===== src/rtl/count_event_monitor_if.sv =====
`default_nettype none
// ============================================================================
//  Module   : count_event_monitor_if
//  Purpose  : Event stream handshake between count_event_monitor (producer)
//             and a downstream consumer.
//  Signals  : evt_valid  head of event FIFO holds an entry
//             evt_ready  consumer accepts the head this cycle
//             evt_code   2-bit event code of the head entry
//             evt_value  counter value at which the head event occurred
//  Modports : master = producer (monitor), slave = consumer
//  Revision : 1.0 - initial release
// ============================================================================
interface count_event_monitor_if #(
  parameter int WIDTH = 4
);
  logic             evt_valid;
  logic             evt_ready;
  logic [1:0]       evt_code;
  logic [WIDTH-1:0] evt_value;

  modport master (
    output evt_valid,
    output evt_code,
    output evt_value,
    input  evt_ready
  );

  modport slave (
    input  evt_valid,
    input  evt_code,
    input  evt_value,
    output evt_ready
  );
endinterface
`default_nettype wire


===== src/rtl/count_event_monitor.sv =====
`default_nettype none
// ============================================================================
//  Module   : count_event_monitor
//  Purpose  : Observes a loadable up/down counter, detects LOAD, WRAP_UP,
//             WRAP_DN and MATCH events, and queues them in a small FWFT
//             FIFO drained over a valid/ready handshake. Keeps a saturating
//             tally of wrap events.
//  Ports    : clk            rising-edge clock shared with the counter
//             rst            synchronous reset, active-low
//             i_cnt_q        counter output
//             i_cnt_load     counter load strobe
//             i_cnt_mode     counter direction (0 up, 1 down)
//             i_match_en     enables MATCH detection
//             i_match_val    MATCH compare value
//             evt            event stream (master side)
//             o_fifo_full    FIFO holds FIFO_DEPTH entries
//             o_overflow_err sticky: an event was dropped on a full FIFO
//             o_wrap_count   saturating count of wrap events
//  Revision : 1.0 - initial release
// ============================================================================
module count_event_monitor #(
  parameter int WIDTH      = 4,
  parameter int FIFO_DEPTH = 4,
  parameter int WRAP_CNT_W = 8
) (
  input  wire logic                  clk,
  input  wire logic                  rst,
  input  wire logic [WIDTH-1:0]      i_cnt_q,
  input  wire logic                  i_cnt_load,
  input  wire logic                  i_cnt_mode,
  input  wire logic                  i_match_en,
  input  wire logic [WIDTH-1:0]      i_match_val,
  count_event_monitor_if.master      evt,
  output logic                       o_fifo_full,
  output logic                       o_overflow_err,
  output logic [WRAP_CNT_W-1:0]      o_wrap_count
);

  localparam int                     c_PTR_W     = (FIFO_DEPTH > 1) ? $clog2(FIFO_DEPTH) : 1;
  localparam int                     c_OCC_W     = c_PTR_W + 1;
  localparam logic [c_OCC_W-1:0]     c_DEPTH     = c_OCC_W'(FIFO_DEPTH);
  localparam logic [1:0]             c_EVT_MATCH = 2'b00;
  localparam logic [1:0]             c_EVT_WUP   = 2'b01;
  localparam logic [1:0]             c_EVT_WDN   = 2'b10;
  localparam logic [1:0]             c_EVT_LOAD  = 2'b11;
  localparam logic [WIDTH-1:0]       c_ONES      = '1;
  localparam logic [WIDTH-1:0]       c_ZERO      = '0;
  localparam logic [WRAP_CNT_W-1:0]  c_WRAP_MAX  = '1;

  // Previous-sample state
  logic [WIDTH-1:0]      r_prev_q;
  logic                  r_load_d;
  logic                  r_mode_d;
  logic                  r_prev_valid;

  // FIFO state
  logic [WIDTH+1:0]      r_mem [FIFO_DEPTH];
  logic [c_PTR_W-1:0]    r_wr_ptr;
  logic [c_PTR_W-1:0]    r_rd_ptr;
  logic [c_OCC_W-1:0]    r_occ;
  logic                  r_full;

  // Status
  logic                  r_ovf;
  logic [WRAP_CNT_W-1:0] r_wrap;

  // Combinational
  logic                  w_hit;
  logic [1:0]            w_code;
  logic                  w_pop;
  logic                  w_push;
  logic                  w_drop;
  logic                  w_is_wrap;
  logic [c_OCC_W-1:0]    w_occ_nxt;
  logic [WIDTH+1:0]      w_head;
  logic                  w_valid;

  // --------------------------------------------------------------------------
  // Event detection. The if/else chain encodes LOAD > WRAP > MATCH priority,
  // so at most one event is produced per cycle.
  // --------------------------------------------------------------------------
  always_comb begin
    w_hit  = 1'b0;
    w_code = c_EVT_MATCH;
    if (r_prev_valid) begin
      if (r_load_d) begin
        w_hit  = 1'b1;
        w_code = c_EVT_LOAD;
      end else if (!r_mode_d && (r_prev_q == c_ONES) && (i_cnt_q == c_ZERO)) begin
        w_hit  = 1'b1;
        w_code = c_EVT_WUP;
      end else if (r_mode_d && (r_prev_q == c_ZERO) && (i_cnt_q == c_ONES)) begin
        w_hit  = 1'b1;
        w_code = c_EVT_WDN;
      end else if (i_match_en && (i_cnt_q == i_match_val) && (i_cnt_q != r_prev_q)) begin
        // Requiring a change in value turns a held match into a single event.
        w_hit  = 1'b1;
        w_code = c_EVT_MATCH;
      end
    end
  end

  // --------------------------------------------------------------------------
  // FIFO control. A pop frees a slot in the same cycle, so a full FIFO can
  // accept a push when the head is being consumed.
  // --------------------------------------------------------------------------
  always_comb begin
    w_valid   = (r_occ != '0);
    w_pop     = w_valid && evt.evt_ready;
    w_push    = w_hit && (!r_full || w_pop);
    w_drop    = w_hit && r_full && !w_pop;
    w_is_wrap = w_hit && ((w_code == c_EVT_WUP) || (w_code == c_EVT_WDN));
    w_occ_nxt = r_occ;
    if (w_push && !w_pop) begin
      w_occ_nxt = r_occ + c_OCC_W'(1);
    end else if (!w_push && w_pop) begin
      w_occ_nxt = r_occ - c_OCC_W'(1);
    end
  end

  always_ff @(posedge clk) begin
    if (!rst) begin
      r_prev_q     <= '0;
      r_load_d     <= 1'b0;
      r_mode_d     <= 1'b0;
      r_prev_valid <= 1'b0;
      r_wr_ptr     <= '0;
      r_rd_ptr     <= '0;
      r_occ        <= '0;
      r_full       <= 1'b0;
      r_ovf        <= 1'b0;
      r_wrap       <= '0;
    end else begin
      r_prev_q     <= i_cnt_q;
      r_load_d     <= i_cnt_load;
      r_mode_d     <= i_cnt_mode;
      r_prev_valid <= 1'b1;
      if (w_push) begin
        r_wr_ptr <= r_wr_ptr + c_PTR_W'(1);
      end
      if (w_pop) begin
        r_rd_ptr <= r_rd_ptr + c_PTR_W'(1);
      end
      r_occ  <= w_occ_nxt;
      r_full <= (w_occ_nxt == c_DEPTH);
      if (w_drop) begin
        r_ovf <= 1'b1;
      end
      // Wraps are tallied even when the FIFO drops the event.
      if (w_is_wrap && (r_wrap != c_WRAP_MAX)) begin
        r_wrap <= r_wrap + WRAP_CNT_W'(1);
      end
    end
  end

  // Storage needs no reset: entries are only visible while occupancy > 0.
  always_ff @(posedge clk) begin
    if (w_push) begin
      r_mem[r_wr_ptr] <= {w_code, i_cnt_q};
    end
  end

  // Head is forced to zero while empty so outputs are clean after reset.
  always_comb begin
    w_head         = r_mem[r_rd_ptr];
    evt.evt_valid  = w_valid;
    evt.evt_code   = w_valid ? w_head[WIDTH+1:WIDTH] : 2'b00;
    evt.evt_value  = w_valid ? w_head[WIDTH-1:0]     : '0;
  end

  assign o_fifo_full    = r_full;
  assign o_overflow_err = r_ovf;
  assign o_wrap_count   = r_wrap;

endmodule
`default_nettype wire


===== src/flat_wrapper.sv =====
// flat-port wrapper written by rule: the top's interface ports become plain ports
module count_event_monitor_flat 
#(
  parameter int WIDTH      = 4,
  parameter int FIFO_DEPTH = 4,
  parameter int WRAP_CNT_W = 8
)
  (clk, rst, i_cnt_q, i_cnt_load, i_cnt_mode, i_match_en, i_match_val, o_fifo_full, o_overflow_err, o_wrap_count, evt_evt_valid, evt_evt_code, evt_evt_value, evt_evt_ready);
  count_event_monitor_if #(.WIDTH(WIDTH)) evt_i ();
  input  wire logic clk;
  input  wire logic rst;
  input  wire logic [WIDTH-1:0] i_cnt_q;
  input  wire logic i_cnt_load;
  input  wire logic i_cnt_mode;
  input  wire logic i_match_en;
  input  wire logic [WIDTH-1:0] i_match_val;
  output logic o_fifo_full;
  output logic o_overflow_err;
  output logic [WRAP_CNT_W-1:0] o_wrap_count;
  output wire logic [$bits(evt_i.evt_valid)-1:0] evt_evt_valid;
  output wire logic [$bits(evt_i.evt_code)-1:0] evt_evt_code;
  output wire logic [$bits(evt_i.evt_value)-1:0] evt_evt_value;
  input wire logic [$bits(evt_i.evt_ready)-1:0] evt_evt_ready;
  assign evt_evt_valid = evt_i.evt_valid;
  assign evt_evt_code = evt_i.evt_code;
  assign evt_evt_value = evt_i.evt_value;
  assign evt_i.evt_ready = evt_evt_ready;
  count_event_monitor #(.WIDTH(WIDTH), .FIFO_DEPTH(FIFO_DEPTH), .WRAP_CNT_W(WRAP_CNT_W)) u_core (.clk(clk), .rst(rst), .i_cnt_q(i_cnt_q), .i_cnt_load(i_cnt_load), .i_cnt_mode(i_cnt_mode), .i_match_en(i_match_en), .i_match_val(i_match_val), .evt(evt_i), .o_fifo_full(o_fifo_full), .o_overflow_err(o_overflow_err), .o_wrap_count(o_wrap_count));
endmodule

===== config.mk =====
export PLATFORM = sky130hd
export DESIGN_NAME = count_event_monitor_flat
export DESIGN_NICKNAME = d
export VERILOG_FILES = /design/src/rtl/count_event_monitor_if.sv /design/src/rtl/count_event_monitor.sv /design/src/flat_wrapper.sv
export SDC_FILE = /design/constraint.sdc
export NUM_CORES = 1
export LEC_CHECK = 0
export ABC_CLOCK_PERIOD_IN_PS = 6100
export CAP_MARGIN = 0
export CORE_UTILIZATION = 50
export DETAILED_ROUTE_END_ITERATION = 16
export GPL_ROUTABILITY_DRIVEN = 0
export PLACE_DENSITY = 0.76
export SYNTH_ARGS = -nofsm -noshare
export SYNTH_HDL_FRONTEND = slang
export SYNTH_SLANG_ARGS = --single-unit

===== constraint.sdc =====
create_clock -name clk -period 6.1 [get_ports clk]
set_clock_uncertainty 0.15 [all_clocks]
set_input_delay 1.22 -clock clk [delete_from_list [all_inputs] [get_ports clk]]
set_output_delay 1.22 -clock clk [all_outputs]
set_load 0.1 [all_outputs]

### After elaboration in Yosys (flattened, before gate mapping)

Memories as Yosys holds them, arrays and structs flattened. A register that Yosys moved wholly into a read port is not among the register bits.
Index checks and enable logic that the tools add are counted.

* equal/unequal tests: 8
* multiplexer cells: 18
* reductions and logical operators: 23
* $add $sub $neg: 5

Operator list (number)
* logical AND 1 bit: 14
* 2-to-1 mux 2 bit: 7
* adder 8 x 1 -> 8 bit (second input constant): 1
* equality test 4 bit (second input constant): 2
* zero test 4 bit: 2
* 2-to-1 mux 1 bit: 8
* inequality test 8 bit (second input constant): 1
* 2-to-1 mux 3 bit: 2
* adder 2 x 1 -> 2 bit (second input constant): 2
* equality test 4 bit: 1
* zero test 1 bit: 4
* 2-to-1 mux 4 bit: 1
* inequality test 4 bit: 1
* adder 3 x 1 -> 3 bit (second input constant): 1
* equality test 3 bit (second input constant): 1
* nonzero test 3 bit: 1
* subtractor 3 x 1 -> 3 bit (second input constant): 1
* equality test 2 x 1 -> 1 bit (second input constant): 1
* equality test 2 bit (second input constant): 1
* logical OR 1 bit: 2

* memories kept: 1
* bits of input ports: 14
* word-level logic and storage cells: 65
* bits in writable memories: 24
* output and inout port bits: 17
* register bits: 24

Memory list
* u_core.r_mem: depth 4, bits a word 6, read ports 1, clocked after Yosys merged registers in 1, wr ports 1, line count_event_monitor.sv:57 `logic [WIDTH+1:0] r_mem [FIFO_DEPTH];`

### Logic depth before layout (Yosys ltp)

Gate-level depths: netlist of the first run.

* depth after elaboration: 14
* mapped depth: 10
* gate-level depth less buffers: 8

### Least setup slack after synthesis of the first run

Ideal clock, no wire load.

* path kind: flip-flop to output port
* start point: register u_core.r_occ[0]
* end point: output evt_evt_code[0]
* cell stages (with the launch flop): 6
* required time: 4.730 ns
* slack: 2.135 ns
* data arrival time: 2.595 ns
* path buffers: 1
* path through: dfxtp_1 inv_1 ha_1 nand2b_1 clkbuf_1 and2_1

* longest elaborated chain between the ends: 2

RTL lines
* from (decl): line count_event_monitor.sv:60 `logic [c_OCC_W-1:0] r_occ;`
* from (signal assigned): line count_event_monitor.sv:144 `r_occ <= w_occ_nxt;`
* nonzero test 3 bit: line count_event_monitor.sv:108 `w_valid = (r_occ != '0);`
* via evt_evt_valid: line flat_wrapper.sv:20 `output wire logic [$bits(evt_i.evt_valid)-1:0] evt_evt_valid;`
* 2-to-1 mux 2 bit: line count_event_monitor.sv:167 `evt.evt_code = w_valid ? w_head[WIDTH+1:WIDTH] : 2'b00;`
* to (decl): line flat_wrapper.sv:21 `output wire logic [$bits(evt_i.evt_code)-1:0] evt_evt_code;`

The timed path passes the listed nets, and every way through them passes these cells.

### Worst setup path after layout of the first run

* start point: register u_core.r_occ[0]
* end point: output evt_evt_value[0]

* longest elaborated chain between the ends: 2

RTL lines
* nonzero test 3 bit: line count_event_monitor.sv:108
* 2-to-1 mux 4 bit: line count_event_monitor.sv:168 `evt.evt_value = w_valid ? w_head[WIDTH-1:0] : '0;`
* to (decl): line flat_wrapper.sv:22 `output wire logic [$bits(evt_i.evt_value)-1:0] evt_evt_value;`

No other way between the ends.

==> results.cfg, run 1 <==
[critical_path]
crit_chain = inv_1, ha_1, nand2b_1, and2_1, clkdlybuf4s50_1
end_kind = output port
critPathSlowestCell = clkdlybuf4s50_1
critical_path_arrival_ns = 2.67
crit_type = flip-flop to output port
cp.required_ns = 4.73
worst-path-max-fanout = 10
critPathMaxStageDelay_ns = 1.14
start_kind = flip-flop
reg2reg_slack_ns = 3.82

[place]
io_buffers = 30
hpwl_um = 2950

[clocking]
max-clock-path-buffers = 2
insertion_delay_ns = 0.30
cts_tree = built
cts.sinks = 50
path_clk_slew_ns = 0.09
cts.repair.resized = 0
post_cts_buffers = 0
clockRootBuffer = clkbuf_8
ctsHoldBuffers = 0
cts_buffers = 5
cts_htree_levels = 2

[yosys]
synth-xor-area-share_pct = 6.98
synth_fa_ha_area_share_pct = 4.43
synth_ff_type = dfxtp_1
async_reset_ff_share_pct = 0
netlist_instances = 193
synth-simple-area-share_pct = 17.9
synth.area.mux_share_pct = 7.82
synth_compound_area_share_pct = 5.49
synth_fp_nets = 215
ys_ff_latch = 50
synth_cell_type_count = 36
ys_seq_area_share_pct = 55.0
synth_area_per_cell_um2 = 11.7
yosys_warnings = 0
synth_top_family_by_area = simple AND/OR/NAND/NOR gates
synth.cell_area_um2 = 2260
synth_edf_count = 24

[cells_and_area]
area_delta_synth_final_pct = 19.5
layout_commonest_cell = clkdlybuf4s50_1
multiInputGateArea_um2 = 962
n_antenna_cell = 0
final_cell_mix = clkdlybuf4s50_1 (30), dfxtp_1 (26), edfxtp_1 (24), nor2_1 (19), and2_1 (13)
final-seq-area_um2 = 1240
n_fill_cell = 364
final_layout_size_suffix_gt1_share_pct = 9.33
nets = 246

[routing]
drt-pass1-iter-count = 4
drtIter0Drc = 39
drc = 0
vias = 1504
routed_via_density = 5.43
wl_per_cell_um = 14.3
ant_nets = 0
wl_um = 3970

[global_route]
busiest_layer = met2
first_global_vias = 1446
met3_usage_pct = 4.07
grtUsageMet2_pct = 28.9
antenna_found_initial = 0
grt_first_pass_wirelength_um = 6590
grt_max_degree = 19
track_usage_pct = 17.4
grt_overflow = 0
grtUsageMet1_pct = 22.6

[power_and_ir_drop]
ir_worst_vdd_mv = 0.166
power_mw = 1.03
power_density_nw_per_um2 = 381
p_leak_nw = 0.997

[timing]
finalSetupViolations = 0
min_period_over_period_pct = 66.2
relSlewSlack_pct = 34.3
drv_slew = 0
tns_ns = 0
layout_min_cycle_time_ns = 4.04
worst_pin_slew_ns = 0.983
final_hold_viol_count = 0
fmax_ghz = 0.248
rsz0062_at_grt = false

[hold_path]
hold_class = flip-flop to flip-flop

[outcome]
outcome = completed

[floorplan]
ios = 31
fp.dieW_um = 69.2
initial_core_util_pct = 51.8
die_area_um2 = 4790
coreArea_um2 = 4350
die_y_um = 69.2
std_cell_rows = 24

[run]
drv_cap = 0
## metal layers
layer	up-vias	wire (um)
li1	752	-
met1	711	1860
met2	34	1920
met3	7	147
met4	0	51
met5	-	0
## stage by stage
stage                     setup slack (ns)  util [%]  hold WS (ns)  cells  cell area, um^2
after global placement                2.35      59.7         0.331    269             2600
after CTS                             2.06      61.9         0.331    277             2700
final                                 2.06      61.9         0.332    277             2700
after global routing                  1.93      61.9         0.339    277             2700
after detailed placement              2.27      59.7         0.310    269             2600
after floorplan                       2.13         -         0.335    193             2260
## cells by family after synthesis
family / count (synthesis)
compound gates: 19
xor+xnor: 18
fa+ha+maj: 8
buf+inv: 14
flops: 50
mux: 10
simple gates: 74
## cells in the mapped netlist (2+ instances only)
master / instances / area (um^2)
o21ai_0: 3 / 15.0
nor3_1: 4 / 20.0
o211ai_1: 2 / 15.0
dfxtp_1: 26 / 521
a21oi_1: 7 / 35.0
ha_1: 8 / 100
nand4_1: 2 / 12.5
edfxtp_1: 24 / 721
and2_1: 13 / 81.3
inv_1: 8 / 30.0
and4_1: 2 / 17.5
nor2_1: 19 / 71.3
nor4_1: 4 / 25.0
nand2_1: 12 / 45.0
nand3_1: 4 / 20.0
mux4_2: 6 / 135
xnor2_1: 9 / 78.8
xor2_1: 9 / 78.8
mux2i_1: 3 / 30.0
clkbuf_1: 5 / 18.8
and3_1: 6 / 37.5
a31oi_1: 3 / 18.8
## area by class of cell
type,instances,area share [%]
clock buffer,5,2.55
inverter,8,1.11
multi-input combinational,129,35.7
clock inverter,3,1.07
tap,52,2.41
sequential,50,46.0
timing repair buffer,30,11.1
## worst max-delay path, delay by kind of cell (launching register included)
kind                     cells  cell delay, ns
flip-flops                   1            0.46
buffers and inverters        2            1.26
AND/OR/NAND/NOR              2            0.43
adder cells (fa/ha/maj)      1            0.21
## report_power, final
| part | total (mW) | switching (mW) | internal [mW] | leakage (nW) |
|---|---|---|---|---|
| logic | 0.425 | 0.295 | 0.130 | 0.514 |
| registers | 0.403 | 0.0283 | 0.375 | 0.432 |
| clock network | 0.198 | 0.113 | 0.0849 | 0.0502 |
| total | 1.03 | 0.437 | 0.590 | 0.997 |
## registers in the layout, summed over array words and instances (netlist names), named ones only
register,flops
u_core.r_wr_ptr,2
u_core.o_fifo_full,1
u_core.r_mem,24
u_core.r_occ,3
u_core.r_prev_valid,1
u_core.r_load_d,1
u_core.o_wrap_count,8
u_core.o_overflow_err,1
u_core.r_rd_ptr,2
u_core.r_mode_d,1
u_core.r_prev_q,4
## final timing paths
path         cells past startpoint               endpoint             startpoint
max                              5       evt_evt_value[0]        u_core.r_occ[0]
min                              2  u_core.o_overflow_err  u_core.o_overflow_err
max reg2reg                      5     u_core.r_mem[0][4]     u_core.r_prev_q[1]
min reg2reg                      2  u_core.o_overflow_err  u_core.o_overflow_err
Note: power is estimated with default switching activity, not from simulation.
==> inputs of run 2 (changes only) <==
--- a/config.mk
+++ b/config.mk
@@ -5,7 +5,7 @@
 export SDC_FILE = /design/constraint.sdc
 export NUM_CORES = 1
 export LEC_CHECK = 0
-export ABC_CLOCK_PERIOD_IN_PS = 6100
+export ABC_CLOCK_PERIOD_IN_PS = 3790
 export CAP_MARGIN = 0
 export CORE_UTILIZATION = 50
 export DETAILED_ROUTE_END_ITERATION = 16
==> constraint.sdc (replaced) <==
create_clock -name clk -period 3.79 [get_ports clk]
set_clock_uncertainty 0.15 [all_clocks]
set_input_delay 0.758 -clock clk [delete_from_list [all_inputs] [get_ports clk]]
set_output_delay 0.758 -clock clk [all_outputs]
set_load 0.1 [all_outputs]
==> run 2 against run 1 <==
Routed wire length is 2.0% higher. Worst setup slack worse by 1.3 ns. Clock power is 80% higher. Highest routed layer unchanged. Register-to-register slack worse by 2.3 ns. Sequential power is 61% higher. Global-route usage is 1.1 points higher. Combinational power is 57% higher. Critical path depth is 1 higher. Via count is 0.47% higher. Design area hardly changed.
==> results.cfg, run 2 (synthesis results as in run 1) <==
[critical_path]
r2r-end = u_core.r_mem[1][2]
critical_path_arrival_ns = 2.88
reg2reg_slack_ns = 1.54
crit_type = primary input to flip-flop
crit_buf_inv = 1
worst-path-max-fanout = 9
start_kind = primary input
crit_family = simple AND/OR/NAND/NOR gates
critPathMaxStageDelay_ns = 0.69
rr_worst_depth = 5
cp.required_ns = 3.62
reg2reg_from = u_core.r_prev_q[1]
crit_chain = clkdlybuf4s50_1, xor2_1, nor4_1, or4_1, nand2_2, and3_1
end_kind = flip-flop
critPathSlowestCell = clkdlybuf4s50_1

[global_route]
grt_overflow = 0
track_usage_pct = 18.5
antenna_found_initial = 0
grt_max_degree = 16
grt_first_pass_wirelength_um = 6890
first_global_vias = 1548

[timing]
worst_pin_slew_ns = 0.971
layout_min_cycle_time_ns = 3.05
relSlewSlack_pct = 35.1
finalSetupViolations = 0
rsz0062_at_grt = false
final_hold_viol_count = 0
fmax_ghz = 0.328
setup_slack_ns = 0.739
drv_slew = 0
tns_ns = 0
min_period_over_period_pct = 80.5

[clocking]
cts_buffers = 5
ctsHoldBuffers = 0
cts_tree = built
post_cts_buffers = 0
insertion_delay_ns = 0.30
path_clk_slew_ns = 0.08
cts_htree_levels = 2
cts.repair.resized = 0
max-clock-path-buffers = 2
cts.sinks = 50
clockRootBuffer = clkbuf_8

[power_and_ir_drop]
p_leak_nw = 1.01
power_mw = 1.67
ir_worst_vdd_mv = 0.360
power_density_nw_per_um2 = 620

[cells_and_area]
final_cell_mix = dfxtp_1 (26), edfxtp_1 (24), clkdlybuf4s50_1 (23), nor2_1 (19), and2_1 (13)
nets = 247
final-seq-area_um2 = 1240
final_layout_size_suffix_gt1_share_pct = 12.4
area_delta_synth_final_pct = 19.6
fin_cells = 278
largest_register_ffs = 24
n_fill_cell = 345
multiInputGateArea_um2 = 962
top_register = u_core.r_mem
n_antenna_cell = 0
final_core_util_pct = 62.0
layout_commonest_cell = dfxtp_1

[hold_path]
hold_class = flip-flop to flip-flop
hp-start = u_core.o_overflow_err
whs_endpoint = u_core.o_overflow_err
holdPathStages = 2

[floorplan]
die_area_um2 = 4790
ios = 31
initial_core_util_pct = 51.8
std_cell_rows = 24
die_y_um = 69.2
coreArea_um2 = 4350
fp.dieW_um = 69.2

[routing]
wl_per_cell_um = 14.6
routed_via_density = 5.44
vias = 1511
ant_nets = 0
drt-pass1-iter-count = 4
wl_um = 4050
drc = 0
drtIter0Drc = 58

[outcome]
outcome = completed

[place]
place_ws_ns = 0.432
io_buffers = 30
hpwl_um = 3020
dp.cells = 270

[run]
drv_cap = 0
==> run 2: per-layer routing <==
layer  routed length (um)  GRT usage, %  vias to the layer above
met5                    0             0                        -
met4                   97          8.62                        0
met3                  237          5.09                       11
met2                 1920          30.9                       50
met1                 1800          22.3                      698
li1                     -             -                      752
==> run 2: how the worst max path moves through the flow <==
stage | start | endpoint | slack, ns | cells after the start
finish | i_cnt_q[3] | u_core.r_mem[1][2] | 0.74 | 6
global route | i_cnt_q[0] | u_core.r_mem[1][3] | 0.61 | 6
CTS | i_cnt_q[0] | u_core.r_mem[1][3] | 0.74 | 6
detailed placement | i_cnt_q[3] | u_core.r_mem[1][3] | 0.43 | 6
global placement | i_cnt_q[3] | u_core.r_mem[1][0] | 0.50 | 6
floorplan | u_core.r_occ[0] | evt_evt_code[0] | 0.29 | 5
==> run 2: final cells by class <==
type	count	share of cell area, %
Tap cell	52	2.41
Sequential cell	50	46.0
Timing Repair Buffer	31	10.8
Multi-Input combinational cell	129	35.7
Clock buffer	6	2.69
Clock inverter	2	1.39
Inverter	8	1.11
==> run 2: report_power, final <==
part | leakage, nW | internal (mW) | total (mW) | switching [mW]
combinational | 0.530 | 0.196 | 0.667 | 0.470
sequential | 0.432 | 0.604 | 0.649 | 0.0456
clock | 0.0514 | 0.197 | 0.357 | 0.160
total | 1.01 | 0.997 | 1.67 | 0.676
==> run 2: per-stage QoR <==
stage	hold WS (ns)	cell area, um^2
after floorplan	0.335	2260
after global placement	0.327	2590
after detailed placement	0.326	2590
after CTS	0.346	2700
after global routing	0.361	2700
final	0.345	2700
==> run 2: worst min-delay path: stages (launching register included) <==
cell and delay (ns):
dfxtp_1 0.35, a31oi_1 0.04, nor2_1 0.07
